`src/rtl/r16_pkg.sv`:
```
// Shared types and default phase lengths for the radix-16 FFT
// sequencer, its AGU and the testbench.
package r16_pkg;

    typedef enum logic [2:0] {
        IDLE   = 3'd0,
        LOAD   = 3'd1,
        COMP   = 3'd2,
        DRAIN  = 3'd3,
        UNLOAD = 3'd4,
        FLUSH  = 3'd5
    } r16_state_e;

    localparam int DEF_CNT_WIDTH     = 13;
    localparam int DEF_LOAD_BEATS    = 1024;
    localparam int DEF_COMP_CYCLES   = 4144;
    localparam int DEF_DRAIN_CYCLES  = 8;
    localparam int DEF_UNLOAD_CYCLES = 1026;
    localparam int DEF_OUT_LAT       = 3;

endpackage

```
`src/rtl/r16_fft_seq_if.sv`:
```
// Host, sample-input and AGU control signals of the FFT sequencer.
// master = host side, slave = sequencer.
interface r16_fft_seq_if;

    logic       start;
    logic       busy;
    logic       done;
    logic       start_err;
    logic       in_valid;
    logic       in_ready;
    logic       wrfd_en;
    logic       agu_en;
    logic       rc_sel;
    logic       out_valid;
    logic [2:0] phase;

    modport master (
        output start, in_valid,
        input  busy, done, start_err, in_ready, wrfd_en,
        input  agu_en, rc_sel, out_valid, phase
    );

    modport slave (
        input  start, in_valid,
        output busy, done, start_err, in_ready, wrfd_en,
        output agu_en, rc_sel, out_valid, phase
    );

endinterface

```
`src/rtl/r16_vld_dly.sv`:
```
// Fixed-latency valid delay line with asynchronous clear.
// Aligns out_valid with read data leaving memory and output path.
module r16_vld_dly #(
    parameter int DEPTH = 3
) (
    input  logic clk,
    input  logic rst_n,
    input  logic d,
    output logic q
);

    logic [DEPTH-1:0] sr;

    always_ff @(posedge clk or negedge rst_n) begin
        if (!rst_n) begin
            sr <= '0;
        end else begin
            sr <= DEPTH'({sr, d});
        end
    end

    assign q = sr[DEPTH-1];

endmodule

```
`src/rtl/r16_fft_seq.sv`:
```
// Phase sequencer for one radix-16 transform:
// LOAD -> COMPUTE -> DRAIN -> UNLOAD -> FLUSH, driving the AGU enables.
module r16_fft_seq
    import r16_pkg::*;
#(
    parameter int CNT_WIDTH     = DEF_CNT_WIDTH,
    parameter int LOAD_BEATS    = DEF_LOAD_BEATS,
    parameter int COMP_CYCLES   = DEF_COMP_CYCLES,
    parameter int DRAIN_CYCLES  = DEF_DRAIN_CYCLES,
    parameter int UNLOAD_CYCLES = DEF_UNLOAD_CYCLES,
    parameter int OUT_LAT       = DEF_OUT_LAT
) (
    input  logic         clk,
    input  logic         rst_n,
    r16_fft_seq_if.slave bus
);

    typedef logic [CNT_WIDTH-1:0] cnt_t;

    localparam cnt_t LOAD_LAST  = cnt_t'(LOAD_BEATS - 1);
    localparam cnt_t COMP_LAST  = cnt_t'(COMP_CYCLES - 1);
    localparam cnt_t DRAIN_LAST = cnt_t'(DRAIN_CYCLES - 1);
    localparam cnt_t UNLD_LAST  = cnt_t'(UNLOAD_CYCLES - 1);
    localparam cnt_t DONE_PRE   = cnt_t'(OUT_LAT - 1);
    localparam cnt_t FLUSH_LAST = cnt_t'(OUT_LAT);

    r16_state_e state;
    r16_state_e nxt;
    cnt_t       cnt;
    logic       cnt_step;
    logic       done_q;
    logic       err_q;
    logic       wrfd_q;
    logic       agu_q;
    logic       rc_q;

    always_comb begin
        nxt = state;
        unique case (state)
            IDLE:    if (bus.start) nxt = LOAD;
            LOAD:    if (bus.in_valid && cnt == LOAD_LAST) nxt = COMP;
            COMP:    if (cnt == COMP_LAST)
                         nxt = (DRAIN_CYCLES == 0) ? UNLOAD : DRAIN;
            DRAIN:   if (cnt == DRAIN_LAST) nxt = UNLOAD;
            UNLOAD:  if (cnt == UNLD_LAST) nxt = FLUSH;
            FLUSH:   if (cnt == FLUSH_LAST) nxt = IDLE;
            default: nxt = IDLE;
        endcase
    end

    // LOAD counts accepted beats only; other busy states count cycles
    assign cnt_step = (state == LOAD) ? bus.in_valid : (state != IDLE);

    always_ff @(posedge clk or negedge rst_n) begin
        if (!rst_n) begin
            state  <= IDLE;
            cnt    <= '0;
            done_q <= 1'b0;
            err_q  <= 1'b0;
            wrfd_q <= 1'b0;
            agu_q  <= 1'b0;
            rc_q   <= 1'b0;
        end else begin
            state <= nxt;
            if (nxt != state) begin
                cnt <= '0;
            end else if (cnt_step) begin
                cnt <= cnt + cnt_t'(1);
            end
            done_q <= (state == FLUSH) && (cnt == DONE_PRE);
            err_q  <= bus.start && (state != IDLE);
            wrfd_q <= bus.in_valid && (state == LOAD);
            agu_q  <= (nxt == COMP) || (nxt == UNLOAD);
            rc_q   <= (nxt == UNLOAD);
        end
    end

    r16_vld_dly #(
        .DEPTH(OUT_LAT)
    ) u_dly (
        .clk  (clk),
        .rst_n(rst_n),
        .d    (agu_q && rc_q),
        .q    (bus.out_valid)
    );

    assign bus.busy      = (state != IDLE);
    assign bus.in_ready  = (state == LOAD);
    assign bus.done      = done_q;
    assign bus.start_err = err_q;
    assign bus.wrfd_en   = wrfd_q;
    assign bus.agu_en    = agu_q;
    assign bus.rc_sel    = rc_q;
    assign bus.phase     = state;

endmodule

```
`src/flat_wrapper.sv`:
```
// flat-port wrapper written by rule: the top's interface ports become plain ports
module r16_fft_seq_flat import r16_pkg::*;
#(
    parameter int CNT_WIDTH     = DEF_CNT_WIDTH,
    parameter int LOAD_BEATS    = DEF_LOAD_BEATS,
    parameter int COMP_CYCLES   = DEF_COMP_CYCLES,
    parameter int DRAIN_CYCLES  = DEF_DRAIN_CYCLES,
    parameter int UNLOAD_CYCLES = DEF_UNLOAD_CYCLES,
    parameter int OUT_LAT       = DEF_OUT_LAT
)
  (clk, rst_n, bus_start, bus_in_valid, bus_busy, bus_done, bus_start_err, bus_in_ready, bus_wrfd_en, bus_agu_en, bus_rc_sel, bus_out_valid, bus_phase);
  r16_fft_seq_if bus_i ();
  input  logic clk;
  input  logic rst_n;
  input wire logic [$bits(bus_i.start)-1:0] bus_start;
  input wire logic [$bits(bus_i.in_valid)-1:0] bus_in_valid;
  output wire logic [$bits(bus_i.busy)-1:0] bus_busy;
  output wire logic [$bits(bus_i.done)-1:0] bus_done;
  output wire logic [$bits(bus_i.start_err)-1:0] bus_start_err;
  output wire logic [$bits(bus_i.in_ready)-1:0] bus_in_ready;
  output wire logic [$bits(bus_i.wrfd_en)-1:0] bus_wrfd_en;
  output wire logic [$bits(bus_i.agu_en)-1:0] bus_agu_en;
  output wire logic [$bits(bus_i.rc_sel)-1:0] bus_rc_sel;
  output wire logic [$bits(bus_i.out_valid)-1:0] bus_out_valid;
  output wire logic [$bits(bus_i.phase)-1:0] bus_phase;
  assign bus_i.start = bus_start;
  assign bus_i.in_valid = bus_in_valid;
  assign bus_busy = bus_i.busy;
  assign bus_done = bus_i.done;
  assign bus_start_err = bus_i.start_err;
  assign bus_in_ready = bus_i.in_ready;
  assign bus_wrfd_en = bus_i.wrfd_en;
  assign bus_agu_en = bus_i.agu_en;
  assign bus_rc_sel = bus_i.rc_sel;
  assign bus_out_valid = bus_i.out_valid;
  assign bus_phase = bus_i.phase;
  r16_fft_seq #(.CNT_WIDTH(CNT_WIDTH), .LOAD_BEATS(LOAD_BEATS), .COMP_CYCLES(COMP_CYCLES), .DRAIN_CYCLES(DRAIN_CYCLES), .UNLOAD_CYCLES(UNLOAD_CYCLES), .OUT_LAT(OUT_LAT)) u_core (.clk(clk), .rst_n(rst_n), .bus(bus_i));
endmodule
```
`config.mk`:
```
export PLATFORM = sky130hd
export DESIGN_NAME = r16_fft_seq_flat
export DESIGN_NICKNAME = d
export VERILOG_FILES = /design/src/rtl/r16_pkg.sv /design/src/rtl/r16_fft_seq_if.sv /design/src/rtl/r16_vld_dly.sv /design/src/rtl/r16_fft_seq.sv /design/src/flat_wrapper.sv
export SDC_FILE = /design/constraint.sdc
export NUM_CORES = 1
export LEC_CHECK = 0
export BUFFER_PORTS_ARGS = -buffer_cell sky130_fd_sc_hd__buf_4
export CORE_MARGIN = 1
export CORE_UTILIZATION = 53
export DETAILED_ROUTE_END_ITERATION = 10
export HOLD_SLACK_MARGIN = 0.1
export PLACE_DENSITY_LB_ADDON = 0.12
export SLEW_MARGIN = 5
export SYNTH_ARGS = -nofsm -noshare
export SYNTH_HDL_FRONTEND = slang
export SYNTH_SLANG_ARGS = --single-unit
```
`constraint.sdc`:
```
create_clock -name clk -period 4.6 [get_ports clk]
set_input_delay 0.46 -clock clk [delete_from_list [all_inputs] [get_ports clk]]
set_output_delay 0.46 -clock clk [all_outputs]
set_load 0.05 [all_outputs]
```
Word-level counts from Yosys, hierarchy flattened

Index checks and enable logic that the tools add are counted.

Add/subtract/negate cells: 1
Multipliers: 0
Divide/modulo/power cells: 0
Order comparisons: 0
Equal/unequal tests: 14
Shift operators: 0
Muxes and demuxes: 10
Bitwise operators: 0
Reductions and logical operators: 9

Operator list:

| kind                  | number |
|---|---|
| $eq 13x2->1 const B   | 2 |
| $mux 13               | 2 |
| $mux 3                | 6 |
| $pmux 3 s6            | 1 |
| $add 13x1->13 const B | 1 |
| $eq 13x10->1 const B  | 1 |
| $eq 13x11->1 const B  | 1 |
| $eq 13x13->1 const B  | 1 |
| $eq 13x3->1 const B   | 1 |
| $eq 3x2->1 const B    | 3 |
| $eq 3x3->1 const B    | 3 |
| $logic_and 1x1->1     | 5 |
| $eq 3x1->1 const B    | 1 |
| $logic_not 3->1       | 1 |
| $ne 3x3->1            | 1 |
| $reduce_bool 3->1     | 1 |
| $reduce_bool 2->1     | 1 |
| $logic_or 1x1->1      | 1 |
| $mux 1                | 1 |

Register bits after elaboration: 24
Latch bits: 0
RAM bits: 0
Bits in read-only memories: 0
Memories: 0

Depth between registers and ports, before layout

Word-level depth: 6
Mapped depth: 8
Depth with buffers taken out: 7

Hierarchy

From an unflattened synthesis, not the netlist that was laid out.

Cell total of the unflattened synthesis: 136
Area total of the unflattened synthesis: 1,298.7 µm²

By module, submodules not included:

| module      | instances | cells an instance | area an instance (µm²) | seq. area each (µm²) |
|---|---|---|---|---|
| r16_fft_seq | 1         | 133               | 1,223.7                | 525.5 |
| r16_vld_dly | 1         | 3                 | 75.1                   | 75.1 |

Least setup slack after synthesis

OpenSTA, ideal clock, no wires.

Path kind: flip-flop to flip-flop
Start: register u_core.state[0] (netlist: u_core.bus.phase[0])
End: register u_core.cnt[1]
Library setup time: 73 ps
Arrival: 2,860 ps
Required time: 4,527 ps
Slack: 1,667 ps
Stages on the path, launching flop included: 9
Buffers on the path: 2
Period minus slack after synthesis: 2,933 ps
Cells stage by stage: dfrtp_1 clkbuf_1 inv_1 nor3_1 a21boi_0 a2111o_1 nand3_2 buf_6 nor2_1

Word-level cells in the longest chain between the ends: 4
Elaborated cells on any way between the ends: 18
Classes of those cells: 6 x eq/ne; 9 x mux; 3 x reduce/logical

RTL lines:

| element                                      | line               | source |
|---|---|---|
| from (decl)                                  | r16_fft_seq.sv:27  | `r16_state_e state;` |
| from (signal assigned)                       | r16_fft_seq.sv:64  | `state <= nxt;` |
| $eq 3x1->1 *                                 | -                  |  |
| via bus_in_ready                             | flat_wrapper.sv:20 | `output wire logic [$bits(bus_i.in_ready)-1:0] bus_in_ready;` |
| $pmux 3 s6                                   | r16_fft_seq.sv:39  | `unique case (state)` |
| $ne 3x3->1                                   | r16_fft_seq.sv:65  | `if (nxt != state) begin` |
| $mux 13 or $reduce_bool 2->1 (tied branches) | -                  |  |
| to (signal assigned)                         | r16_fft_seq.sv:68  | `cnt <= cnt + cnt_t'(1);` |
| to (decl)                                    | r16_fft_seq.sv:29  | `cnt_t cnt;` |

The timed path passes the listed nets; every way through them passes the cells marked *.
A chain may end at the register's enable or synchronous reset.

Worst setup path after layout

Start: register u_core.cnt[4]
End: register u_core.cnt[9]

Word-level cells in the longest chain between the ends: 6
Elaborated cells on any way between the ends: 17
Classes of those cells: 1 x add/sub; 6 x eq/ne; 8 x mux; 2 x reduce/logical

RTL lines:

| element                                      | line              | source |
|---|---|---|
| $eq 13x10->1                                 | r16_fft_seq.sv:41 | `LOAD: if (bus.in_valid && cnt == LOAD_LAST) nxt = COMP;` |
| $logic_and 1x1->1                            | r16_fft_seq.sv:41 |  |
| $mux 3                                       | r16_fft_seq.sv:41 |  |
| $pmux 3 s6                                   | r16_fft_seq.sv:39 |  |
| $ne 3x3->1                                   | r16_fft_seq.sv:65 |  |
| $mux 13 or $reduce_bool 2->1 (tied branches) | -                 |  |

Several ways; a longest one is shown, not always the timed one. The select of a mux whose other input is x is not followed.

==> flow_summary.json <==
{
  "status": "completed",
  "tightest_slew_ps": 768.7,
  "vias": 980,
  "fmax_mhz": 414.2,
  "ctsResizeCount": 0,
  "power.density_nw_per_um2": 237.9,
  "finalWirelength_um": 2362,
  "min_period_over_period_pct": 52.49,
  "clkLatencyLatePin_ps": 320,
  "hold_class": "reg2reg",
  "first_iter_violations": 24,
  "antenna_cells": 0,
  "rrSetupSlack_ps": 2190,
  "slew_viol_final": 0,
  "crit_type": "reg2reg",
  "grt_pass1_wl_um": 3946,
  "grt_antenna_before_repair": 0,
  "dp_slack_ps": 2199,
  "start_kind": "register",
  "fillers": 209,
  "synthToLayoutAreaGrowth_pct": 12.60,
  "grt_max_degree": 25,
  "cap_violations": 0,
  "die_x_um": 50.39,
  "row_count": 17,
  "whs_path_depth": 0,
  "finalNonFillerCells": 173,
  "peakVddDrop_mv": 0.1777,
  "multiInputGateArea_um2": 588.1,
  "cts_max_level": 1,
  "ff_latch_area_um2": 600.6,
  "cts-root-buf": "clkbuf_4",
  "syn-instance-count": 132,
  "r2r-end": "u_core.cnt[9]",
  "cpPeakStageDelay_ps": 580,
  "gr-total-overflow": 0,
  "critPathBufInv": 0,
  "slew_headroom_pct": 48.44,
  "fp.dieArea_um2": 2539,
  "ys_seq_area_share_pct": 48.39,
  "reg2regPathDepth": 6,
  "fin_ws_ps": 2186,
  "firstDrtPassIters": 4,
  "p_leak_nw": 0.5993,
  "drc": 0,
  "gp_congestion": 0.8709,
  "syn-num-nets": 139,
  "grt_pass1_vias": 938,
  "gr-usage-all-layers_pct": 20.56,
  "hold_end": "u_core.u_dly.sr[2]",
  "nets": 153,
  "required_ps": 4800,
  "routedWlPerCell_um": 13.65,
  "cp_max_fo": 13,
  "io_buffer_count": 14,
  "hpwlAfterDp_um": 1689,
  "min_from": "u_core.u_dly.sr[1]",
  "pin_count": 15,
  "syn_area_um2": 1241,
  "synth-seq-cells": 24,
  "final_antenna_net_count": 0,
  "yosys_warnings": 0,
  "grt_setup_unrepaired": "no",
  "viasPerCell": 5.665,
  "cts_buffers": 3,
  "path_cells": "or4_4 > nor4_4 > nand3_1 > a2111o_1 > nand3_2 > nor2_1",
  "core-area_um2": 2212,
  "fin_skew_ps": 12.63,
  "clock-sinks": 24,
  "setup_tns_ps": 0,
  "cts_tree": "built",
  "start_util_pct": 56.11,
  "syn_area_per_cell_um2": 9.403,
  "place_inst": 168,
  "cp_top_family": "simple AND/OR/NAND/NOR gates",
  "drive_above_1_share_pct": 15.86,
  "die_h_um": 50.39,
  "post-route-min-period_ps": 2414,
  "cts.clk_slew.worst_paths_ps": 120,
  "slowest_stage": "or4_4",
  "crit_path_end_kind": "register",
  "finalSetupViolCount": 0,
  "synth_cell_types": 33,
  "clockBufferDepth": 2,
  "hold_viol": 0,
  "timing.rr.start": "u_core.cnt[4]",
  "arrival_ps": 2610
}
[area by class of cell]
cell class              count  share of cell area, %
clock buffers               4                  2.596
inverters                   6                  1.611
multi-input cells          96                  42.08
flip-flops and latches     24                  42.97
well taps                  28                  2.507
repair buffers             15                  8.236
[sequential cells by signal (all words and copies together), names as in the netlist]
register and flops:
u_core.cnt 13, u_core.bus.phase 3, u_core.u_dly.sr 3, u_core.bus.agu_en 1, u_core.bus.done 1, u_core.bus.rc_sel 1
u_core.bus.start_err 1, u_core.bus.wrfd_en 1
[cell usage in the layout (no fill, tap or decap), types with 3 or more instances in the layout]
cell type / instances
nand4_1: 6
nor3_1: 3
nor2_1: 25
nand3_1: 7
nand2_1: 10
ha_1: 3
buf_4: 14
nor2b_1: 3
xnor2_1: 4
inv_1: 6
clkbuf_4: 3
dfrtp_1: 24
xor2_1: 8
[worst register-to-register path: stages, from the launching register on]
cell and delay, ps:
dfrtp_1 470, or4_4 580, nor4_4 360, nand3_1 140, a2111o_1 440, nand3_2 230, nor2_1 90
[worst max-delay path by stage]
stage	start	end	depth (start not counted)
global route	u_core.cnt[4]	u_core.cnt[5]	6
detailed placement	u_core.cnt[4]	u_core.cnt[12]	6
CTS	u_core.cnt[4]	u_core.cnt[7]	6
global placement	u_core.cnt[4]	u_core.cnt[9]	6
floorplan	u_core.bus.phase[0]	u_core.cnt[1]	8
finish	u_core.cnt[4]	u_core.cnt[9]	6
[cells by family (layout without fill, tap and decap cells)]
logic type               count (synthesis)  count (layout)  share of synthesized area, %
flip-flops                              24              24                         48.39
buffers and inverters                   12              25                         4.234
AO/OA/AOI/OAI                           13              13                         7.461
AND/OR/NAND/NOR                         68              68                         28.43
adder cells (fa/ha/maj)                  3               3                         3.025
XOR/XNOR                                12              12                         8.468
[cells in the mapped netlist]
| master | n | share of area (%) |
|---|---|---|
| nor2_1 | 25 | 7.6 |
| dfrtp_1 | 24 | 48 |
| nand2_1 | 10 | 3.0 |
| xor2_1 | 8 | 5.6 |
| nand3_1 | 7 | 2.8 |
| inv_1 | 6 | 1.8 |
| nand4_1 | 6 | 3.0 |
| clkbuf_1 | 5 | 1.5 |
| xnor2_1 | 4 | 2.8 |
| ha_1 | 3 | 3.0 |
| nor2b_1 | 3 | 1.5 |
| nor3_1 | 3 | 1.2 |
| a21oi_1 | 2 | 0.81 |
| a31oi_1 | 2 | 1.0 |
| a32oi_1 | 2 | 1.4 |
| and2_1 | 2 | 1.0 |
| and3_1 | 2 | 1.0 |
| nor4_1 | 2 | 1.0 |
| o21ai_0 | 2 | 0.81 |
| a2111o_1 | 1 | 0.91 |
| a211oi_1 | 1 | 0.61 |
| a21boi_0 | 1 | 0.61 |
| a31o_2 | 1 | 0.71 |
| and4_1 | 1 | 0.71 |
| buf_6 | 1 | 0.91 |
| nand2b_1 | 1 | 0.50 |
| nand3_2 | 1 | 0.81 |
| nor3b_1 | 1 | 0.61 |
| nor4_4 | 1 | 1.7 |
| o31ai_1 | 1 | 0.61 |
| or2_2 | 1 | 0.50 |
| or3_1 | 1 | 0.50 |
| or4_4 | 1 | 0.91 |
[power by group]
group / internal [W] / switching [W]
clock: 0.0000484 / 0.0000630
combinational: 0.00000299 / 0.00000656
sequential: 0.000211 / 0.000000107
total: 0.000263 / 0.0000697
[repair_timing]
item                                   in CTS  in global routing
endpoints found under the hold margin      24                  0
hold buffers                                1                  0
buffers inserted                            0                  0
[metrics by stage]
stage               power [W]  instance area [µm²]  hold slack [ps]  util, %
global placement    0.0002245                 1351            334.7    61.09
floorplan           0.0002175                 1241            164.4        -
CTS                 0.0003364                 1398            375.6    63.18
detailed placement  0.0002247                 1351            341.7    61.09
finish              0.0003324                 1398            367.9    63.18
global route        0.0003430                 1398            379.6    63.18
[metal layers]
metal / track usage [%] / wire length, µm
met5: 0 / 0
met4: 7.870 / 19
met3: 2.727 / 74
met2: 35.78 / 1178
met1: 25.74 / 1089
No activity file was read; power rests on OpenSTA's default activity.
